**config.mk**
```make
export PLATFORM = sky130hd
export DESIGN_NAME = dpram_fifo_ctrl
export DESIGN_NICKNAME = d
export VERILOG_FILES = /design/src/rtl/dpram_pkg.sv /design/src/rtl/dpram_fifo_skid.sv /design/src/rtl/dpram_fifo_ctrl.sv
export SDC_FILE = /design/constraint.sdc
export NUM_CORES = 1
export LEC_CHECK = 0
export CORE_MARGIN = 5
export CORE_UTILIZATION = 43
export CTS_CLUSTER_SIZE = 16
export DETAILED_ROUTE_END_ITERATION = 8
export GPL_TIMING_DRIVEN = 0
export PLACE_DENSITY = 0.8
export SYNTH_ARGS = -nofsm -noshare
export SYNTH_HDL_FRONTEND = slang
export SYNTH_SLANG_ARGS = --single-unit
```
**constraint.sdc**
```tcl
create_clock -name clock -period 4.3 [get_ports clock]
set_input_delay 1.075 -clock clock [delete_from_list [all_inputs] [get_ports clock]]
set_output_delay 1.075 -clock clock [all_outputs]
set_load 0.03 [all_outputs]
```
**src/rtl/dpram_pkg.sv**
```systemverilog
// Shared constants and types for the dual-port-RAM FIFO controller.
package dpram_pkg;

    localparam int ADDR_W     = 6;
    localparam int DATA_W     = 8;
    localparam int DEPTH      = 2 ** ADDR_W;
    localparam int SKID_DEPTH = 2;
    localparam int MAX_COUNT  = DEPTH + SKID_DEPTH;
    localparam int CNT_W      = ADDR_W + 1;

    typedef logic [ADDR_W-1:0] addr_t;
    typedef logic [DATA_W-1:0] data_t;
    typedef logic [CNT_W-1:0]  cnt_t;
    typedef logic [1:0]        skid_cnt_t;

    // True when the skid buffer can absorb one more read. The read issued now
    // lands one edge after the one already in flight, so count that one too.
    function automatic logic fetch_room(input skid_cnt_t skid_cnt,
                                        input logic      fetch_pend,
                                        input logic      pop);
        logic [2:0] occupancy;
        occupancy = {1'b0, skid_cnt} + {2'b00, fetch_pend} - {2'b00, pop};
        return occupancy < 3'(SKID_DEPTH);
    endfunction

endpackage

```
**src/rtl/dpram_fifo_skid.sv**
```systemverilog
// Two-entry in-order output buffer that hides the registered RAM read.
module dpram_fifo_skid
    import dpram_pkg::*;
(
    input  logic              clock,
    input  logic              reset_n,
    input  logic              capture,
    input  logic [DATA_W-1:0] capture_data,
    input  logic              pop,
    output logic              out_valid,
    output logic [DATA_W-1:0] out_data,
    output logic [1:0]        skid_cnt
);

    logic [DATA_W-1:0] entry_reg [SKID_DEPTH];
    logic [1:0]        cnt_reg;

    // Entry 0 is always the head. The controller never captures into a full
    // buffer unless a pop frees a slot in the same cycle.
    always_ff @(posedge clock) begin
        if (!reset_n) begin
            cnt_reg <= 2'd0;
        end else if (capture && pop) begin
            if (cnt_reg == 2'd2) begin
                entry_reg[0] <= entry_reg[1];
                entry_reg[1] <= capture_data;
            end else begin
                entry_reg[0] <= capture_data;
            end
        end else if (capture) begin
            if (cnt_reg == 2'd0) begin
                entry_reg[0] <= capture_data;
            end else begin
                entry_reg[1] <= capture_data;
            end
            cnt_reg <= cnt_reg + 2'd1;
        end else if (pop) begin
            entry_reg[0] <= entry_reg[1];
            cnt_reg      <= cnt_reg - 2'd1;
        end
    end

    assign out_valid = (cnt_reg != 2'd0);
    assign out_data  = entry_reg[0];
    assign skid_cnt  = cnt_reg;

endmodule

```
**src/rtl/dpram_fifo_ctrl.sv**
```systemverilog
// First-word-fall-through FIFO controller built around a 64x8 dual-port RAM.
// Port 1 writes, port 2 reads; a 2-entry skid buffer hides the read latency.
module dpram_fifo_ctrl
    import dpram_pkg::*;
(
    input  logic              clock,
    input  logic              reset_n,
    input  logic              in_valid,
    output logic              in_ready,
    input  logic [DATA_W-1:0] in_data,
    output logic              out_valid,
    input  logic              out_ready,
    output logic [DATA_W-1:0] out_data,
    output logic [CNT_W-1:0]  count,
    output logic [ADDR_W-1:0] ram_address_1,
    output logic [DATA_W-1:0] ram_write_data_1,
    output logic              ram_write_enable_1,
    output logic [ADDR_W-1:0] ram_address_2,
    output logic [DATA_W-1:0] ram_write_data_2,
    output logic              ram_write_enable_2,
    input  logic [DATA_W-1:0] ram_read_data_2
);

    logic [ADDR_W-1:0] wr_ptr_reg;
    logic [ADDR_W-1:0] rd_ptr_reg;
    logic [CNT_W-1:0]  mem_cnt_reg;
    logic [CNT_W-1:0]  mem_cnt_next;
    logic              fetch_pend_reg;
    logic [CNT_W-1:0]  count_reg;
    logic [CNT_W-1:0]  count_next;
    logic [1:0]        skid_cnt;
    logic [1:0]        skid_cnt_next;
    logic              push;
    logic              pop;
    logic              fetch;

    // Handshakes. A word counts in mem_cnt only after its write edge, so the
    // read of that address is issued at the following edge at the earliest.
    assign in_ready = reset_n & (mem_cnt_reg != CNT_W'(DEPTH));
    assign push     = in_valid & in_ready;
    assign pop      = out_valid & out_ready;
    assign fetch    = (mem_cnt_reg != '0) & fetch_room(skid_cnt, fetch_pend_reg, pop);

    // Occupancy bookkeeping for the registered count output.
    assign mem_cnt_next  = mem_cnt_reg + CNT_W'(push) - CNT_W'(fetch);
    assign skid_cnt_next = skid_cnt + 2'(fetch_pend_reg) - 2'(pop);
    assign count_next    = mem_cnt_next + CNT_W'(fetch) + CNT_W'(skid_cnt_next);

    // Pointer, in-flight read and count state.
    always_ff @(posedge clock) begin
        if (!reset_n) begin
            wr_ptr_reg     <= '0;
            rd_ptr_reg     <= '0;
            mem_cnt_reg    <= '0;
            fetch_pend_reg <= 1'b0;
            count_reg      <= '0;
        end else begin
            if (push) begin
                wr_ptr_reg <= wr_ptr_reg + ADDR_W'(1);
            end
            if (fetch) begin
                rd_ptr_reg <= rd_ptr_reg + ADDR_W'(1);
            end
            mem_cnt_reg    <= mem_cnt_next;
            fetch_pend_reg <= fetch;
            count_reg      <= count_next;
        end
    end

    dpram_fifo_skid u_skid (
        .clock        (clock),
        .reset_n      (reset_n),
        .capture      (fetch_pend_reg),
        .capture_data (ram_read_data_2),
        .pop          (pop),
        .out_valid    (out_valid),
        .out_data     (out_data),
        .skid_cnt     (skid_cnt)
    );

    assign count              = count_reg;
    assign ram_address_1      = wr_ptr_reg;
    assign ram_write_data_1   = in_data;
    assign ram_write_enable_1 = push;
    assign ram_address_2      = rd_ptr_reg;
    assign ram_write_data_2   = '0;
    assign ram_write_enable_2 = 1'b0;

endmodule
```
# After elaboration in Yosys (flattened, before gate mapping)
# Memories as Yosys holds them, arrays and structs flattened.
# Index checks and enable logic that the tools add are counted.
# word_totals
rom_bits	0
word_cells	66
ram_bits	16
mem_count	1
regBits	29
latch_bits	0
# classes
shift	0
eq_ne	2
n_reduce_logical	6
div_mod_pow	0
addsub	12
bitwise_logic	9
n_mul	0
mux	29
order_cmp	1
# memory_table
name	depth	width	read_ports	rd_ports_with_merged_regs	wr	line	text
u_skid.entry_reg	2	8	2	0	2	dpram_fifo_skid.sv:15	logic [DATA_W-1:0] entry_reg [SKID_DEPTH];
# op_table
op	count
8-bit two-way mux	4
1-bit two-way mux	23
7-bit by 1-bit adder with 7-bit output	2
6-bit by 1-bit adder with 6-bit output (second input constant)	2
7-bit by 2-bit adder with 7-bit output	1
7-bit inequality test (second input constant)	1
7-bit nonzero test	1
7-bit by 1-bit subtractor with 7-bit output	1
1-bit AND	4
2-bit two-way mux	2
1-bit bitwise OR	4
2-bit nonzero test	2
2-bit by 1-bit adder with 3-bit output	1
3-bit by 2-bit less-than comparator with 1-bit output (second input constant)	1
3-bit by 1-bit subtractor with 3-bit output	1
2-bit by 1-bit adder with 2-bit output	1
2-bit by 1-bit adder with 2-bit output (second input constant)	1
2-bit == test (second input constant)	1
2-bit logical NOT	1
2-bit AND reduction	1
2-bit by 1-bit subtractor with 2-bit output	1
2-bit by 1-bit subtractor with 2-bit output (second input constant)	1
1-bit logical AND	1
1-bit NOT	1

# Longest topological paths before layout
# Gate-level depths: netlist of run 1.
# logic_depth
word_depth	9
depth_mapped	20
ltp_nobuf	19

# Hierarchy
# From an unflattened synthesis of run 1, not the netlist that was laid out.
# unflattened
cells_unflattened	224
hier_area_um2	2403.6
# modules_own_cells
mod	cells_each	area_each_um2	n_inst	seq_area_each_um2
dpram_fifo_ctrl	181	1654.1	1	540.5
dpram_fifo_skid	43	749.5	1	520.5

# Worst setup path before layout of run 1
# No wires, ideal clock.
# synth_timing
path_kind	in2reg
from	input port out_ready
to	register count_reg[6], in the netlist count[6]
required_time_ps	4177
setup_time_ps	123
path_stages	17
path_slack_ps	-177
n_path_buf	1
arrival_ps	4353
cell_sequence	and3_1 -> a21o_1 -> ha_1 -> inv_1 -> fa_1 -> o211a_1 -> buf_2 -> ha_1 -> inv_1 -> ha_1 -> inv_1 -> fa_1 -> inv_1 -> fa_1 -> nand2_1 -> nor4b_2 -> mux2_1
# synth_between
elab_chain_len	7
elab_cells_between_ends	8
classes_between	add/sub: 5; order compare: 1; bitwise: 2
# synth_rtl
element	line	text
start: declaration	dpram_fifo_ctrl.sv:12	input logic out_ready,
1-bit AND	dpram_fifo_ctrl.sv:41	assign pop = out_valid & out_ready;
3-bit by 1-bit subtractor with 3-bit output	dpram_pkg.sv:22	occupancy = {1'b0, skid_cnt} + {2'b00, fetch_pend} - {2'b00, pop};
3-bit by 2-bit less-than comparator with 1-bit output	dpram_pkg.sv:23	return occupancy < 3'(SKID_DEPTH);
1-bit AND	dpram_fifo_ctrl.sv:42	assign fetch = (mem_cnt_reg != '0) & fetch_room(skid_cnt, fetch_pend_reg, pop);
named net fetch	dpram_fifo_ctrl.sv:35	logic fetch;
7-bit by 1-bit subtractor with 7-bit output	dpram_fifo_ctrl.sv:45	assign mem_cnt_next = mem_cnt_reg + CNT_W'(push) - CNT_W'(fetch);
named net mem_cnt_next[0]	dpram_fifo_ctrl.sv:27	logic [CNT_W-1:0] mem_cnt_next;
7-bit by 1-bit adder with 7-bit output	dpram_fifo_ctrl.sv:47	assign count_next = mem_cnt_next + CNT_W'(fetch) + CNT_W'(skid_cnt_next);
7-bit by 2-bit adder with 7-bit output	dpram_fifo_ctrl.sv:47	
end signal: assignment	dpram_fifo_ctrl.sv:66	count_reg <= count_next;
end: declaration	dpram_fifo_ctrl.sv:29	logic [CNT_W-1:0] count_reg;
# The timed path passes the listed nets, and every way through them passes these cells.
# A chain may end at the register's enable or synchronous reset.

# Worst setup path in the final report of run 1
# layout_timing
from	input port out_ready
to	register count_reg[6], in the netlist count[6]
# layout_between
elab_chain_len	7
elab_cells_between_ends	8
classes_between	add/sub: 5; order compare: 1; bitwise: 2
# layout_rtl
element	line
1-bit AND (*)	dpram_fifo_ctrl.sv:41
3-bit by 1-bit subtractor with 3-bit output (*)	dpram_pkg.sv:22
3-bit by 2-bit less-than comparator with 1-bit output (*)	dpram_pkg.sv:23
1-bit AND (*)	dpram_fifo_ctrl.sv:42
named net fetch	dpram_fifo_ctrl.sv:35
7-bit by 1-bit subtractor with 7-bit output	dpram_fifo_ctrl.sv:45
7-bit by 1-bit adder with 7-bit output (*)	dpram_fifo_ctrl.sv:47
7-bit by 2-bit adder with 7-bit output (*)	dpram_fifo_ctrl.sv:47
# The timed path passes the listed nets; every way through them passes the cells marked *.

==> results of run 1 <==
## layer usage
metal	wire, microns	vias to the layer above
met4	65	0
met3	246	6
met5	0	-
met2	2322	49
li1	-	844
met1	2017	771
## power by group through the flow
stage	logic, W	clock network (W)	registers (W)
after floorplan	0.000887	0	0.000720
after global placement	0.00126	0	0.000620
after detailed placement	0.00129	0	0.000624
after CTS	0.00140	0.000282	0.000614
after global routing	0.00165	0.000301	0.000625
final	0.00149	0.000275	0.000613
## worst max-delay path by stage
stage / end / slack (ns) / from / cells past startpoint
after detailed placement: count[6]$_SDFF_PN0_ / -0.87 / out_ready / 18
after global placement: count[6]$_SDFF_PN0_ / -0.80 / out_ready / 18
final: count[6]$_SDFF_PN0_ / 0.15 / out_ready / 18
after CTS: count[6]$_SDFF_PN0_ / 0.006 / out_ready / 18
after global routing: count[5]$_SDFF_PN0_ / 0.008 / out_ready / 19
after floorplan: count[6]$_SDFF_PN0_ / -0.02 / out_ready / 17
## kinds of logic (layout without fill, tap and decap cells)
logic type | count (synthesis) | in the layout
AOI/OAI and AO/OA | 26 | 26
xor gates and xnor gates | 18 | 18
adders and majority gates | 17 | 17
buffers and inverters | 44 | 104
DFF | 45 | 45
muxes | 10 | 10
other | 1 | 9
and+or+nand+nor | 58 | 58
## layout make-up
cell class	count	area, sq um
buffer	22	155.1
clock inverter	3	25.02
sequential	45	1061
fill	445	2019
multi-input combinational	138	1132
clock buffer	5	68.82
timing repair buffer	52	508.0
inverter	22	82.58
tap	70	87.58
## cell usage after synthesis
cell	instances	area [sq um]
dfxtp_1	29	580.6
inv_1	22	82.58
nor2_1	21	78.83
buf_4	17	127.6
edfxtp_1	16	480.5
ha_1	13	162.7
nand2_1	9	33.78
xnor2_1	9	78.83
xor2_1	9	78.83
mux2_2	8	90.09
o21ai_0	7	35.03
a21oi_1	6	30.03
a21o_1	4	30.03
fa_1	4	80.08
nand4_1	4	25.02
and3_1	3	18.77
clkbuf_1	3	11.26
nand2b_1	3	18.77
and2_1	2	12.51
buf_2	2	10.01
nand3_1	2	10.01
nor2b_1	2	12.51
nor3_1	2	10.01
nor3b_1	2	15.01
o211a_1	2	20.02
a2111oi_0	1	8.760
a211oi_1	1	7.510
a21oi_2	1	8.760
a221oi_1	1	8.760
and2_2	1	7.510
and4_1	1	8.760
conb_1	1	3.750
mux2_1	1	11.26
mux2i_1	1	10.01
nand3b_1	1	7.510
nand4bb_1	1	11.26
nor2_2	1	6.260
nor2b_4	1	13.76
nor4b_2	1	15.01
o21a_1	1	7.510
o311ai_1	1	8.760
o31ai_2	1	12.51
or3_1	1	6.260
## through the flow
stage | TNS [ns] | power (W) | std cells
2_1_floorplan | -0.02163 | 0.001607 | 227
3_3_place_gp | -4.051 | 0.001879 | 345
3_5_place_dp | -4.743 | 0.001917 | 345
4_1_cts | 0 | 0.002297 | 356
5_1_grt | 0 | 0.002580 | 357
6_report | 0 | 0.002377 | 357
## worst max-delay path: stages
cell and delay, ns:
buf_4 0.11, and3_4 0.18, a21o_1 0.12, ha_2 0.17, inv_2 0.04, fa_2 0.53
o211a_1 0.15, buf_6 0.10, ha_4 0.18, inv_2 0.06, ha_4 0.12, inv_2 0.03
fa_2 0.38, nor2b_4 0.14, o31ai_2 0.09, xnor2_2 0.28, nor4b_4 0.27, mux2_4 0.32
## placed cells by master, fill, tap and decap left out, types with 3 or more instances in the layout
cell / n
clkdlybuf4s50_1: 47
dfxtp_1: 29
buf_4: 22
nor2_1: 21
inv_1: 16
edfxtp_1: 16
xor2_1: 9
ha_1: 9
conb_1: 9
nand2_1: 8
mux2_2: 8
xnor2_1: 7
o21ai_0: 7
inv_2: 6
a21oi_1: 5
clkbuf_8: 5
a21o_1: 4
nand4_1: 4
fa_2: 4
clkbuf_1: 3
nand2b_1: 3
ha_4: 3
## repair_timing
item	in CTS	in global routing
buffers inserted	3	1
endpoints found under the setup margin	7	3
gates resized for setup	9	7
hold buffers	0	0
pin swaps	5	5
==> run_results.csv, run 1 <==
group,metric,value,unit
sta,maxSlewViolCount,0,
die,core_area,0.005140,sq mm
setup_path,r2r_end,"count[6]$_SDFF_PN0_",
route,drtPass1Iterations,4,
hold_path,hp-start,"ram_address_1[1]$_SDFFE_PN0P_",
global_routing,use_met1,0.1552,
synthesis,yosys.area_share.adder,0.1057,
place,dp_hpwl,3556,microns
die,die_y,83.09,microns
route,wl_per_cell,13.03,microns
place,place_ws,-0.8722,ns
die,rows,26,
die,die_w,83.09,microns
setup_path,cp-start-kind,"input pin",
hold_path,whs_path_depth,2,
clock_network,numCtsBuffers,5,
route,drt_iter0_markers,85,
sta,hold-worst-slack,0.4997,ns
setup_path,r2r_start,"u_skid.skid_cnt[1]$_SDFFE_PN0P_",
setup_path,cp_data_required_time,4.50,ns
finish,nets,323,
clock_network,clk_pin_slew_worst_paths,0.09,ns
finish,n_antenna_cell,0,
sta,period_needed,4.151,ns
synthesis,netlist_area,0.002297,sq mm
run,drv_cap,0,
clock_network,cts-root-buf,"clkbuf_8",
route,final_antenna_net_count,0,
synthesis,synth_seq_cells,45,
global_routing,grt_pass1_wl,7679,microns
setup_path,critPathMaxFanout,6,
sta,finClkSkew,0.005210,ns
synthesis,synth_top_family_by_area,"simple AND/OR/NAND/NOR gates",
finish,largest_register_ffs,16,
pwr,ir_worst_vdd,359.2,uV
synthesis,synth_compound_area_frac,0.07734,
sta,timing.final.crit_share,0.9654,
hold_path,min_path_type,"flop to flop",
die,io_pins,67,
pwr,intPower,0.001365,W
global_routing,grt_use_met2,0.2383,
setup_path,end_kind,"flop",
pwr,p_per_area,761.8,mW/mm^2
sta,rsz0062_at_grt,"false",
sta,setup_ws,0.1490,ns
place,portBuffers,48,
place,gp_congestion,0.8220,
synthesis,synth-simple-area-share,0.1356,
setup_path,worstSetupPathType,"input pin to flop",
die,start_util,0.4469,
route,viasPerCell,4.678,
setup_path,reg2reg_depth,17,
synthesis,yosys_warnings,0,
clock_network,clock-sinks,45,
global_routing,overflow,0,
pwr,p_leak,1.284,nW
die,die_area,0.006904,sq mm
synthesis,synth_mux_area_frac,0.04847,
sta,tightest_slew,1.060,ns
synthesis,yosysSeqAreaShare,0.4619,
sta,fmax,240.9,MHz
global_routing,grt_max_degree,17,
finish,areaGrowthSynthToFinish,35.84,%
pwr,switching_share,0.4260,
route,route.detailed.drc,0,
synthesis,synth_cells,219,
hold_path,min_to,"ram_address_1[1]$_SDFFE_PN0P_",
setup_path,arrival,4.35,ns
setup_path,r2r_slack,0.46,ns
synthesis,yosysUniqueCellTypes,43,
pwr,power.share.clock,0.116,
global_routing,grt_antenna_before_repair,0,
finish,design_area,0.003120,sq mm
pwr,p_sw,0.001013,W
status,status,"finished clean",
sta,setup_viol,0,
route,vias,1670,
pwr,p_comb_frac,0.627,
global_routing,grt_util_met3,0.03762,
place,placed_area,0.002944,sq mm
synthesis,synth_area_per_cell,10.49,sq um
route,drt-total-wl,4651,microns
global_routing,grtUsageTotal,0.1348,
global_routing,busiest_layer,"met2",
clock_network,worstSkewPairLatency,0.30,ns
finish,utilization,0.6071,
finish,drive_above_1_share,0.2369,
clock_network,cts_tree,"yes",
clock_network,cts.path.max_buffers,2,
sta,max_slew_margin,0.2889,
global_routing,grt_pass1_vias,1699,
pwr,pwr-share-seq,0.258,
sta,hold_viol,0,
clock_network,ctsHtreeMaxLevel,2,
synthesis,synth-xor-area-share,0.06863,
Power figures use the tool's default switching activity.
==> run 2: changes to the inputs <==
--- a/config.mk
+++ b/config.mk
@@ -11,6 +11,7 @@
 export DETAILED_ROUTE_END_ITERATION = 8
 export GPL_TIMING_DRIVEN = 0
 export PLACE_DENSITY = 0.8
+export SLEW_MARGIN = 25
 export SYNTH_ARGS = -nofsm -noshare
 export SYNTH_HDL_FRONTEND = slang
 export SYNTH_SLANG_ARGS = --single-unit
==> run_results.csv, run 2 (synthesis results as in run 1) <==
group,metric,value,unit
clock_network,cts.path.max_buffers,2,
pwr,p_leak,1.284,nW
clock_network,cts_tree,"yes",
setup_path,end_kind,"flop",
clock_network,cts_hold_buf,0,
clock_network,numCtsBuffers,5,
die,core_area,0.005140,sq mm
die,start_util,0.4469,
setup_path,cp-start-kind,"input pin",
run,drv_cap,0,
setup_path,reg2reg_depth,17,
pwr,intPower,0.001365,W
sta,hold_viol,0,
finish,largest_register_ffs,16,
route,drtPass1Iterations,4,
setup_path,critPathMaxFanout,6,
clock_network,ctsHtreeMaxLevel,2,
sta,setup_viol,0,
clock_network,clock-sinks,45,
pwr,switching_share,0.4263,
clock_network,worstSkewPairLatency,0.30,ns
sta,maxSlewViolCount,0,
pwr,p_comb_frac,0.627,
place,portBuffers,48,
finish,n_antenna_cell,0,
route,wl_per_cell,13.05,microns
finish,areaGrowthSynthToFinish,36.06,%
sta,period_needed,4.158,ns
finish,final_cell_count_no_fill,357,
setup_path,setup.worst_path.start,"out_ready",
sta,tightest_slew,0.7296,ns
sta,timing.final.crit_share,0.9669,
die,die_y,83.09,microns
global_routing,overflow,0,
finish,layout_common_cells,"clkdlybuf4s50_1, dfxtp_1, buf_4",
global_routing,grt_pass1_wl,7679,microns
sta,fmax,240.5,MHz
place,placed_cells,345,
pwr,ir_worst_vdd,359.2,uV
setup_path,r2r_slack,0.46,ns
finish,layout_commonest_cell,"clkdlybuf4s50_1",
die,rows,26,
setup_path,r2r_end,"count[6]$_SDFF_PN0_",
global_routing,grt_pass1_vias,1699,
route,final_antenna_net_count,0,
route,drt_iter0_markers,86,
global_routing,grtUsageTotal,0.1348,
route,vias,1678,
setup_path,arrival,4.36,ns
route,viasPerCell,4.700,
global_routing,grt_max_degree,17,
status,status,"finished clean",
clock_network,cts-root-buf,"clkbuf_8",
finish,multi_input_area,0.001137,sq mm
sta,finClkSkew,0.005225,ns
finish,fillCellCount,443,
hold_path,min_path_type,"flop to flop",
setup_path,worstSetupPathType,"input pin to flop",
sta,rsz0062_at_grt,"false",
die,io_pins,67,
route,drt-total-wl,4658,microns
global_routing,grt_antenna_before_repair,0,
finish,drive_above_1_share,0.2404,
finish,seqCellArea,0.001061,sq mm
clock_network,clk_pin_slew_worst_paths,0.09,ns
setup_path,r2r_start,"u_skid.skid_cnt[1]$_SDFFE_PN0P_",
finish,nets,323,
pwr,p_sw,0.001014,W
die,die_area,0.006904,sq mm
sta,setup_tns,0,ns
pwr,pwr-share-seq,0.258,
place,gp_congestion,0.8220,
pwr,power.share.clock,0.116,
setup_path,cp_data_required_time,4.50,ns
setup_path,crit_end,"count[6]$_SDFF_PN0_",
die,die_w,83.09,microns
route,route.detailed.drc,0,
sta,max_slew_margin,0.5101,
pwr,p_per_area,761.3,mW/mm^2
place,dp_hpwl,3556,microns
-- run 2: changes by cell type in the layout (fill, tap and decap cells not counted) --
cell,change
a211oi_1,-1
a211oi_2,+1
-- run 2: per-stage QoR --
step                      total power [W]  instance area [sq um]  utilization  worst slack (ns)  hold slack, ns
after global placement           0.001879                   2944       0.5728           -0.7978          0.4844
after global routing             0.002582                   3126       0.6081          0.002804          0.5583
after detailed placement         0.001917                   2944       0.5728           -0.8722          0.4903
after CTS                        0.002297                   3088       0.6008          0.006468          0.5023
after floorplan                  0.001607                   2376            -          -0.02163          0.5016
final                            0.002379                   3126       0.6081            0.1424          0.4997
-- run 2: how the worst min path moves through the flow --
| stage | startpoint | slack (ns) | end | cells after the start |
|---|---|---|---|---|
| 2_1_floorplan | u_skid.skid_cnt[0]$_SDFFE_PN0P_ | 0.50 | u_skid.skid_cnt[1]$_SDFFE_PN0P_ | 2 |
| 3_3_place_gp | ram_address_1[1]$_SDFFE_PN0P_ | 0.48 | ram_address_1[1]$_SDFFE_PN0P_ | 2 |
| 3_5_place_dp | ram_address_1[1]$_SDFFE_PN0P_ | 0.49 | ram_address_1[1]$_SDFFE_PN0P_ | 2 |
| 4_1_cts | ram_address_1[1]$_SDFFE_PN0P_ | 0.50 | ram_address_1[1]$_SDFFE_PN0P_ | 2 |
| 5_1_grt | ram_address_2[5]$_SDFFE_PN0P_ | 0.56 | ram_address_2[5]$_SDFFE_PN0P_ | 2 |
| 6_report | ram_address_1[1]$_SDFFE_PN0P_ | 0.50 | ram_address_1[1]$_SDFFE_PN0P_ | 2 |
-- run 2: repair_timing --
item | 4_1_cts | 5_1_grt
pin swaps | 5 | 5
resized for setup | 9 | 7
endpoints found under the setup margin | 7 | 3
setup buffers | 3 | 1
-- run 2: worst max-delay path, stage by stage --
cell and delay (ns):
buf_4 0.11, and3_4 0.18, a21o_1 0.12, ha_2 0.17, inv_2 0.04, fa_2 0.53
o211a_1 0.15, buf_6 0.10, ha_4 0.18, inv_2 0.06, ha_4 0.12, inv_2 0.03
fa_2 0.38, nor2b_4 0.14, o31ai_2 0.09, xnor2_2 0.28, nor4b_4 0.27, mux2_4 0.32
-- run 2: layout make-up --
class,instances,share of cell area
Multi-Input combinational cell,138,0.3639
Tap cell,70,0.02802
Clock inverter,3,0.008006
Inverter,22,0.02642
Timing Repair Buffer,52,0.1625
Clock buffer,5,0.02202
Buffer,22,0.04964
Sequential cell,45,0.3395
-- run 2: power by group through the flow --
stage,Combinational (W),Clock (W),Sequential [W]
floorplan,0.000887,0,0.000720
global placement,0.00126,0,0.000620
detailed placement,0.00129,0,0.000624
CTS,0.00140,0.000282,0.000614
global route,0.00166,0.000301,0.000625
finish,0.00149,0.000275,0.000613
-- run 2: layer usage --
| layer | vias up | routed length, microns | GRT usage | share of wire |
|---|---|---|---|---|
| met3 | 6 | 246 | 0.03762 | 0.053 |
| li1 | 843 | - | - | - |
| met5 | - | 0 | 0 | 0 |
| met4 | 0 | 65 | 0.04755 | 0.014 |
| met2 | 49 | 2320 | 0.2383 | 0.50 |
| met1 | 780 | 2026 | 0.1552 | 0.43 |
